--- src/rtl/alu_pkg.sv ---
// Shared definitions for the ALU arbiter: opcode encodings, opcode range
// helpers and the controller state type.
package alu_pkg;

  localparam logic [3:0] OP_ADD  = 4'b0000;
  localparam logic [3:0] OP_SUB  = 4'b0001;
  localparam logic [3:0] OP_AND  = 4'b0010;
  localparam logic [3:0] OP_OR   = 4'b0011;
  localparam logic [3:0] OP_XOR  = 4'b0100;
  localparam logic [3:0] OP_NOR  = 4'b0101;
  localparam logic [3:0] OP_SLT  = 4'b0110;
  localparam logic [3:0] OP_SLTU = 4'b0111;
  localparam logic [3:0] OP_SLL  = 4'b1000;
  localparam logic [3:0] OP_SRL  = 4'b1001;
  localparam logic [3:0] OP_ROL  = 4'b1010;
  localparam logic [3:0] OP_SRA  = 4'b1011;

  // Shift ops occupy a contiguous block; everything above the last shift is illegal.
  localparam logic [3:0] OP_SHIFT_LO = OP_SLL;
  localparam logic [3:0] OP_SHIFT_HI = OP_SRA;
  localparam logic [3:0] OP_LEGAL_HI = OP_SRA;

  typedef enum logic [1:0] {
    ST_IDLE = 2'd0,
    ST_EXEC = 2'd1,
    ST_CAPT = 2'd2,
    ST_RESP = 2'd3
  } state_e;

  // Only shift ops produce a meaningful carry; other ops leave the ALU flag stale.
  function automatic logic is_shift(input logic [3:0] op);
    return (op >= OP_SHIFT_LO) && (op <= OP_SHIFT_HI);
  endfunction

  function automatic logic is_legal(input logic [3:0] op);
    return op <= OP_LEGAL_HI;
  endfunction

endpackage

--- src/rtl/alu_arb_rr_arb2.sv ---
// Two-requester round-robin arbiter. pointer holds the index of the requester
// granted last; on contention the other requester wins.
module rr_arb2 (
  input  logic [1:0] valid,
  input  logic       pointer,
  input  logic       enable,
  output logic [1:0] grant
);

  // One-hot grant, zero when disabled or nobody is requesting.
  always_comb begin
    // NOTE: default assignment first so every path drives grant and no latch is inferred.
    grant = 2'b00;
    if (enable) begin
      if (valid == 2'b11) grant = pointer ? 2'b01 : 2'b10;
      else                grant = valid;
    end
  end

endmodule

--- src/rtl/alu_arb.sv ---
// Arbitrates two requesters onto one shared, externally registered ALU and
// returns each result on a single response channel tagged with the requester id.
module alu_arb
  import alu_pkg::*;
(
  input  logic        clk,
  input  logic        rst_n,
  input  logic        req0_valid,
  output logic        req0_ready,
  input  logic [3:0]  req0_op,
  input  logic [31:0] req0_a,
  input  logic [31:0] req0_b,
  input  logic        req1_valid,
  output logic        req1_ready,
  input  logic [3:0]  req1_op,
  input  logic [31:0] req1_a,
  input  logic [31:0] req1_b,
  output logic [3:0]  alu_op,
  output logic [31:0] alu_tr,
  output logic [31:0] alu_sr,
  input  logic [31:0] alu_dr,
  input  logic        alu_cf,
  input  logic        alu_of,
  output logic        rsp_valid,
  input  logic        rsp_ready,
  output logic        rsp_id,
  output logic [31:0] rsp_data,
  output logic        rsp_cf,
  output logic        rsp_of,
  output logic        rsp_err
);

  state_e      state_q;
  logic        last_q;
  logic        id_q;
  logic [3:0]  alu_op_q;
  logic [31:0] alu_tr_q;
  logic [31:0] alu_sr_q;
  logic        rsp_valid_q;
  logic        rsp_id_q;
  logic [31:0] rsp_data_q;
  logic        rsp_cf_q;
  logic        rsp_of_q;
  logic        rsp_err_q;

  logic [1:0]  grant;
  logic        accept;
  logic [3:0]  sel_op;
  logic [31:0] sel_a;
  logic [31:0] sel_b;

  rr_arb2 u_arb (
    .valid   ({req1_valid, req0_valid}),
    .pointer (last_q),
    .enable  (state_q == ST_IDLE),
    .grant   (grant)
  );

  // Grants are only ever raised for a valid requester, so any grant is an accept.
  assign accept     = |grant;
  assign req0_ready = grant[0];
  assign req1_ready = grant[1];
  assign sel_op     = grant[1] ? req1_op : req0_op;
  assign sel_a      = grant[1] ? req1_a  : req0_a;
  assign sel_b      = grant[1] ? req1_b  : req0_b;

  // Controller FSM: accept, drive ALU, wait one cycle, capture, hold response.
  always_ff @(posedge clk or negedge rst_n) begin
    if (!rst_n) begin
      state_q     <= ST_IDLE;
      last_q      <= 1'b1;
      id_q        <= 1'b0;
      alu_op_q    <= OP_ADD;
      alu_tr_q    <= '0;
      alu_sr_q    <= '0;
      rsp_valid_q <= 1'b0;
      rsp_id_q    <= 1'b0;
      rsp_data_q  <= '0;
      rsp_cf_q    <= 1'b0;
      rsp_of_q    <= 1'b0;
      rsp_err_q   <= 1'b0;
    end else begin
      // NOTE: non-blocking assignments so every register samples pre-edge values.
      unique case (state_q)
        ST_IDLE: begin
          if (accept) begin
            last_q <= grant[1];
            id_q   <= grant[1];
            if (is_legal(sel_op)) begin
              alu_op_q <= sel_op;
              alu_tr_q <= sel_a;
              alu_sr_q <= sel_b;
              state_q  <= ST_EXEC;
            end else begin
              // Illegal op bypasses the ALU and answers straight away with an error.
              rsp_valid_q <= 1'b1;
              rsp_id_q    <= grant[1];
              rsp_data_q  <= '0;
              rsp_cf_q    <= 1'b0;
              rsp_of_q    <= 1'b0;
              rsp_err_q   <= 1'b1;
              state_q     <= ST_RESP;
            end
          end
        end
        ST_EXEC: state_q <= ST_CAPT;
        ST_CAPT: begin
          rsp_valid_q <= 1'b1;
          rsp_id_q    <= id_q;
          rsp_data_q  <= alu_dr;
          rsp_cf_q    <= is_shift(alu_op_q) ? alu_cf : 1'b0;
          rsp_of_q    <= alu_of;
          rsp_err_q   <= 1'b0;
          state_q     <= ST_RESP;
        end
        ST_RESP: begin
          if (rsp_ready) begin
            rsp_valid_q <= 1'b0;
            state_q     <= ST_IDLE;
          end
        end
        default: state_q <= ST_IDLE;
      endcase
    end
  end

  assign alu_op    = alu_op_q;
  assign alu_tr    = alu_tr_q;
  assign alu_sr    = alu_sr_q;
  assign rsp_valid = rsp_valid_q;
  assign rsp_id    = rsp_id_q;
  assign rsp_data  = rsp_data_q;
  assign rsp_cf    = rsp_cf_q;
  assign rsp_of    = rsp_of_q;
  assign rsp_err   = rsp_err_q;

endmodule
--- config.mk ---
export PLATFORM = sky130hd
export DESIGN_NAME = alu_arb
export DESIGN_NICKNAME = d
export VERILOG_FILES = /design/src/rtl/alu_pkg.sv /design/src/rtl/alu_arb_rr_arb2.sv /design/src/rtl/alu_arb.sv
export SDC_FILE = /design/constraint.sdc
export NUM_CORES = 1
export LEC_CHECK = 0
export CAP_MARGIN = 0
export CORE_MARGIN = 4
export CORE_UTILIZATION = 39
export CTS_CLUSTER_DIAMETER = 100
export DETAILED_ROUTE_END_ITERATION = 8
export MAX_ROUTING_LAYER = met4
export PLACE_DENSITY = 0.78
export SYNTH_ARGS = -nofsm -noshare
export SYNTH_HDL_FRONTEND = slang
export SYNTH_SLANG_ARGS = --single-unit
--- constraint.sdc ---
create_clock -name clk -period 2.6 [get_ports clk]
set_clock_uncertainty 0.2 [all_clocks]
set_input_delay 0.52 -clock clk [delete_from_list [all_inputs] [get_ports clk]]
set_output_delay 0.52 -clock clk [all_outputs]
set_load 0.01 [all_outputs]
# Word level (Yosys, flattened, before mapping)
# Index checks and enable logic that the tools add are counted.
[totals]
wordCells = 58
register_bits = 109
input_bits = 175
[classes]
n_mux = 26
n_reduce_logical = 10
order_cmp = 3
eq_ne = 7
[ops]
columns = ["op", "n"]
rows = [
  ["32-bit two-way mux", 4],
  ["32-bit one-hot mux with 2 select lines", 1],
  ["2-bit two-way mux", 6],
  ["4-bit less-or-equal comparator, second input constant", 2],
  ["1-bit two-way mux", 8],
  ["1-bit one-hot mux with 2 select lines", 4],
  ["2-bit one-hot mux with 4 select lines", 1],
  ["2-bit == test, second input constant", 3],
  ["2-bit != test, second input constant", 3],
  ["3-bit AND reduction", 2],
  ["4-bit >= comparator, second input constant", 1],
  ["4-bit two-way mux", 1],
  ["2-bit AND reduction", 2],
  ["4-bit AND reduction", 1],
  ["1-bit one-hot mux with 3 select lines", 1],
  ["3-bit nonzero test", 1],
  ["2-bit by 1-bit == test with 1-bit output, second input constant", 1],
  ["2-bit logical NOT", 1],
  ["2-bit nonzero test", 1],
  ["2-bit OR reduction", 1],
  ["1-bit logical AND", 1],
]

# Longest topological paths before layout
# Gate-level depths: netlist of run 1.
[logic_depth]
ltp_word = 8
ltp_mapped = 9

# Modules after synthesis
# A second synthesis of run 1 with hierarchy kept.
[unflattened]
cells_unflattened = 422
hier_area_um2 = 4834.6
[by_module_without_submodules]
columns = ["module", "area_each_um2", "seq_area_each_um2", "cells_per_inst", "n_inst"]
rows = [
  ["alu_arb", 4813.4, 2728.9, 417, 1],
  ["rr_arb2", 21.3, 0.0, 5, 1],
]

# Least setup slack after synthesis of run 1
# No wires, ideal clock.
[synth_timing]
kind = "reg-to-reg"
from = "register state_q[0]"
to = "register alu_sr_q[20], in the netlist alu_sr[20]"
path_stages_with_launch = 10
t_arrival_ns = 1.894
required_time_ns = 2.275
n_path_buf = 3
period_less_slack_ns = 2.220
setup_slack_ns = 0.380
path_cell_list = "dfrtp_1 > inv_1 > ha_1 > buf_2 > inv_1 > a21o_1 > nor3_4 > buf_6 > buf_12 > mux2_4"
[synth_between]
elab_chain_cells = 5
elab_cells_between_ends = 7
cone_classes = "order compare (1); mux (3); reduce/logical (3)"
[synth_rtl]
columns = ["element", "line_no", "text"]
rows = [
  ["from (decl)", "alu_arb.sv:33", "state_e state_q;"],
  ["from (signal assigned)", "alu_arb.sv:70", "state_q <= ST_IDLE;"],
  ["from (signal assigned)", "alu_arb.sv:93", "state_q <= ST_EXEC;"],
  ["from (signal assigned)", "alu_arb.sv:102", "state_q <= ST_RESP;"],
  ["2-bit logical NOT (*)", "alu_arb.sv:55, alu_arb.sv:84", ""],
  ["2-bit two-way mux", "alu_arb_rr_arb2.sv:14", "if (enable) begin"],
  ["4-bit two-way mux", "alu_arb.sv:63", "assign sel_op = grant[1] ? req1_op : req0_op;"],
  ["4-bit less-or-equal comparator", "alu_pkg.sv:36", "return op <= OP_LEGAL_HI;"],
  ["3-bit AND reduction (no source line)", "--", ""],
  ["to (signal assigned)", "alu_arb.sv:92", "alu_sr_q <= sel_b;"],
  ["to (decl)", "alu_arb.sv:38", "logic [31:0] alu_sr_q;"],
]
# Every way passes the cells marked *; elsewhere a longest branch is shown, timed or not.
# A chain may end at the register's enable or synchronous reset.

# Worst setup path in the final report of run 1
[layout_timing]
from = "input req1_valid"
to = "register rsp_data_q[17], in the netlist rsp_data[17]"
[layout_between]
elab_chain_cells = 7
elab_cells_between_ends = 9
cone_classes = "order compare (1); eq/ne (3); mux (3); reduce/logical (2)"
[layout_rtl]
columns = ["element", "line_no", "text"]
rows = [
  ["from (decl)", "alu_arb.sv:13", "input logic req1_valid,"],
  ["2-bit == test", "alu_arb_rr_arb2.sv:15", "if (valid == 2'b11) grant = pointer ? 2'b01 : 2'b10;"],
  ["2-bit two-way mux (*)", "alu_arb_rr_arb2.sv:15", ""],
  ["2-bit two-way mux (*)", "alu_arb_rr_arb2.sv:14", ""],
  ["4-bit two-way mux", "alu_arb.sv:63", ""],
  ["4-bit less-or-equal comparator", "alu_pkg.sv:36", ""],
  ["2-bit != test (no source line)", "--", ""],
  ["3-bit AND reduction (no source line) (*)", "--", ""],
  ["to (signal assigned)", "alu_arb.sv:110", "rsp_data_q <= alu_dr;"],
  ["to (decl)", "alu_arb.sv:41", "logic [31:0] rsp_data_q;"],
]
# Marks and branches as above.

==> results_dict.tcl, run 1 <==
set metrics [dict create \
    drt_first_iter_violations 158 \
    max_cap_violations 0 \
    antenna_found_initial 0 \
    final_nets 895 \
    drc 0 \
    netlist_area_mm2 0.005577 \
    grt_first_pass_wirelength_um 24750 \
    synth_cell_types 38 \
    antenna_cells 0 \
    rsz0062_at_grt "no" \
    first_pass_iters 4 \
    worstPathArrival_ps 2480 \
    cts_max_path_buffers 2 \
    core_area_mm2 0.01393 \
    syn_avg_cell_area_um2 13.21 \
    syn2layout_area_growth_pct 62.06 \
    routedWlPerCell_um 17.54 \
    hold_depth 2 \
    dp_hpwl_um 12500 \
    synth_warnings 0 \
    portBuffers 281 \
    leakagePower_nw 3.893 \
    reg2reg_depth 8 \
    fmax_ghz 0.4135 \
    max_slew_margin_pct 60.71 \
    vdd_drop_max_mv 0.4820 \
    required_ps 2660 \
    ant_nets 0 \
    critPathSlowestCell "clkdlybuf4s50_1" \
    finalSetupTns_ps 0 \
    layout_common_cells "clkdlybuf4s50_1 (277), dfrtp_1 (108), mux2_2 (94)" \
    critPathCaptureType "flop" \
    cts_buffers 9 \
    drive_gt1_share_pct 26.35 \
    die_area_mm2 0.01628 \
    pin_count 282 \
    grt_pass1_vias 4740 \
    powerDensity_mw_per_mm2 1096 \
    crit_top_cell "buf_4" \
    cts_root_buf "clkbuf_16" \
    maxSlewViolCount 0 \
    syn_inst 422 \
    die_h_um 127.6 \
    fin_crit_sh_pct 93.02 \
    finalSetupViolations 0 \
    grt_usage_pct 19.74 \
    start_kind "primary input" \
    final-hold-violation-count 0 \
    cts_tree "done" \
    stdcell_count 901 \
    gp_congestion 0.8768 \
    grt-ovfl-total 0 \
    dieWidth_um 127.6 \
    holdCritPathClass "reg2reg" \
    place_inst 883 \
    min_period_ps 2418 \
    worst_pin_slew_ps 589.3 \
    slowest_delay_ps 450 \
    outcome "complete, no violations" \
    start_util_pct 40.02 \
    grt_max_degree 47 \
    yosysSeqAreaShare_pct 48.93 \
    layout_commonest_cell "clkdlybuf4s50_1" \
    ys_seq_elements 109 \
    cts.sinks 109 \
    clk_pin_slew_ps 80 \
    critPathMaxFanout 6 \
    syn-num-nets 601 \
    crit_type "in2reg" \
    cp_cell_sequence "clkdlybuf4s50_1, a21boi_4, buf_4, buf_4, and4_1, nor3_2, buf_4, buf_4, mux2i_1" \
    htreeDepth 3 \
    rows 43 \
    drt_wl_total_um 15800 \
    vias 4307 \
    clk_latency_ps 340 \
    vias_per_cell 4.780 \
]
## power breakdown
group          internal [mW]  switching, mW
clock network          0.686          0.668
logic                   3.33           2.18
registers               2.54          0.506
total                   6.56           3.35
## cell families (layout without fill, tap and decap cells)
logic type                 Yosys count  after routing  share of synthesized area (%)
muxes                              167            167                          35.67
AOI/OAI and AO/OA                   23             23                          3.500
and+or+nand+nor                     57             57                          4.756
buffers and inverters               62            361                          6.237
adders and majority gates            4              4                         0.8975
DFF                                109            109                          48.93
## synth_stat cells
library cell  count  share of area, %
nor3_1            3              0.27
a211oi_1          3              0.40
and4b_1           1              0.18
a2bb2oi_1         1              0.16
nand2_2           1              0.11
buf_1             1             0.067
nand3_1           1             0.090
nor2_1            2              0.13
a21o_1            1              0.13
mux2_4           40                11
buf_4             3              0.40
o21ba_2           2              0.36
inv_1            39               2.6
mux2_2           94                19
dfstp_2           1              0.47
and4_1            1              0.16
buf_6             4              0.81
a21oi_1           2              0.18
buf_12            4               1.4
ha_1              4              0.90
o2111a_1          1              0.20
and3_1            2              0.22
o21bai_1          1              0.13
a21boi_4          1              0.34
o21ai_0           2              0.18
a22o_1            1              0.16
o31ai_1           2              0.27
o211a_1           2              0.36
a21oi_2           1              0.16
clkbuf_1          4              0.27
o22ai_1           1              0.11
a21bo_2           2              0.36
nor3_4            2              0.58
buf_2             7              0.63
dfrtp_1         108                48
mux2i_1          33               5.9
nand2_1          43               2.9
nor2b_1           1              0.11
## critical path, delay by kind of cell
| family | cells | cell delay [ps] |
|---|---|---|
| compound gates | 1 | 170 |
| buf+inv | 5 | 1130 |
| mux | 1 | 230 |
| simple gates | 2 | 430 |
## metal layers
metal | routed length, um | GRT usage (%) | up-vias
met5 | 0 | - | -
met4 | 233 | 4.806 | 0
met3 | 1188 | 4.975 | 20
met2 | 8065 | 34.28 | 189
met1 | 6317 | 23.04 | 2063
li1 | - | - | 2035
## worst paths after layout
check	start	slack (ps)	end
min	id_q	290	id_q
min reg2reg	id_q	290	id_q
max	req1_valid	180	rsp_data[17]
max in group asynchronous	rst_n	970	last_q
max reg2reg	last_q	320	rsp_data[17]
min in group asynchronous	rst_n	550	alu_sr[22]
## metrics by stage
step	power (mW)	utilization, %	hold slack, ps	cell area, um2	setup slack, ps
floorplan	5.908	-	24.41	5577	380.5
global placement	8.396	62.39	264.0	8693	-98.92
detailed placement	8.567	62.39	271.0	8693	-128.8
CTS	10.03	64.84	290.1	9035	8.290
global route	10.51	64.86	323.1	9037	122.1
finish	9.904	64.86	291.4	9037	181.6
## what timing repair did
action,CTS,global route
setup endpoints to repair,2,1
endpoints found under the hold margin,36,0
pin swaps,1,0
buffers inserted,1,0
hold buffers,1,0
gates resized for setup,8,1
## state kept, by name (all words and copies together) (netlist names), 2 cells and up
| signal | count |
|---|---|
| state_q | 2 |
| alu_op | 4 |
| rsp_data | 32 |
| alu_sr | 32 |
| alu_tr | 32 |
## final cells by class
class	count	area (um2)
inverters	39	146.4
well taps	180	225.2
multi-input cells	251	2535
flip-flops and latches	109	2729
repair buffers	306	3100
fillers	1035	4897
clock buffers	9	225.2
clock inverters	7	76.32
No activity file was read; power rests on OpenSTA's default activity.
==> inputs of run 2 (changes only) <==
--- a/config.mk
+++ b/config.mk
@@ -5,7 +5,7 @@
 export SDC_FILE = /design/constraint.sdc
 export NUM_CORES = 1
 export LEC_CHECK = 0
-export CAP_MARGIN = 0
+export CAP_MARGIN = 20
 export CORE_MARGIN = 4
 export CORE_UTILIZATION = 39
 export CTS_CLUSTER_DIAMETER = 100
==> results of run 2 <==
Same layout as run 1: the final DEF is identical, and so are final timing and power.
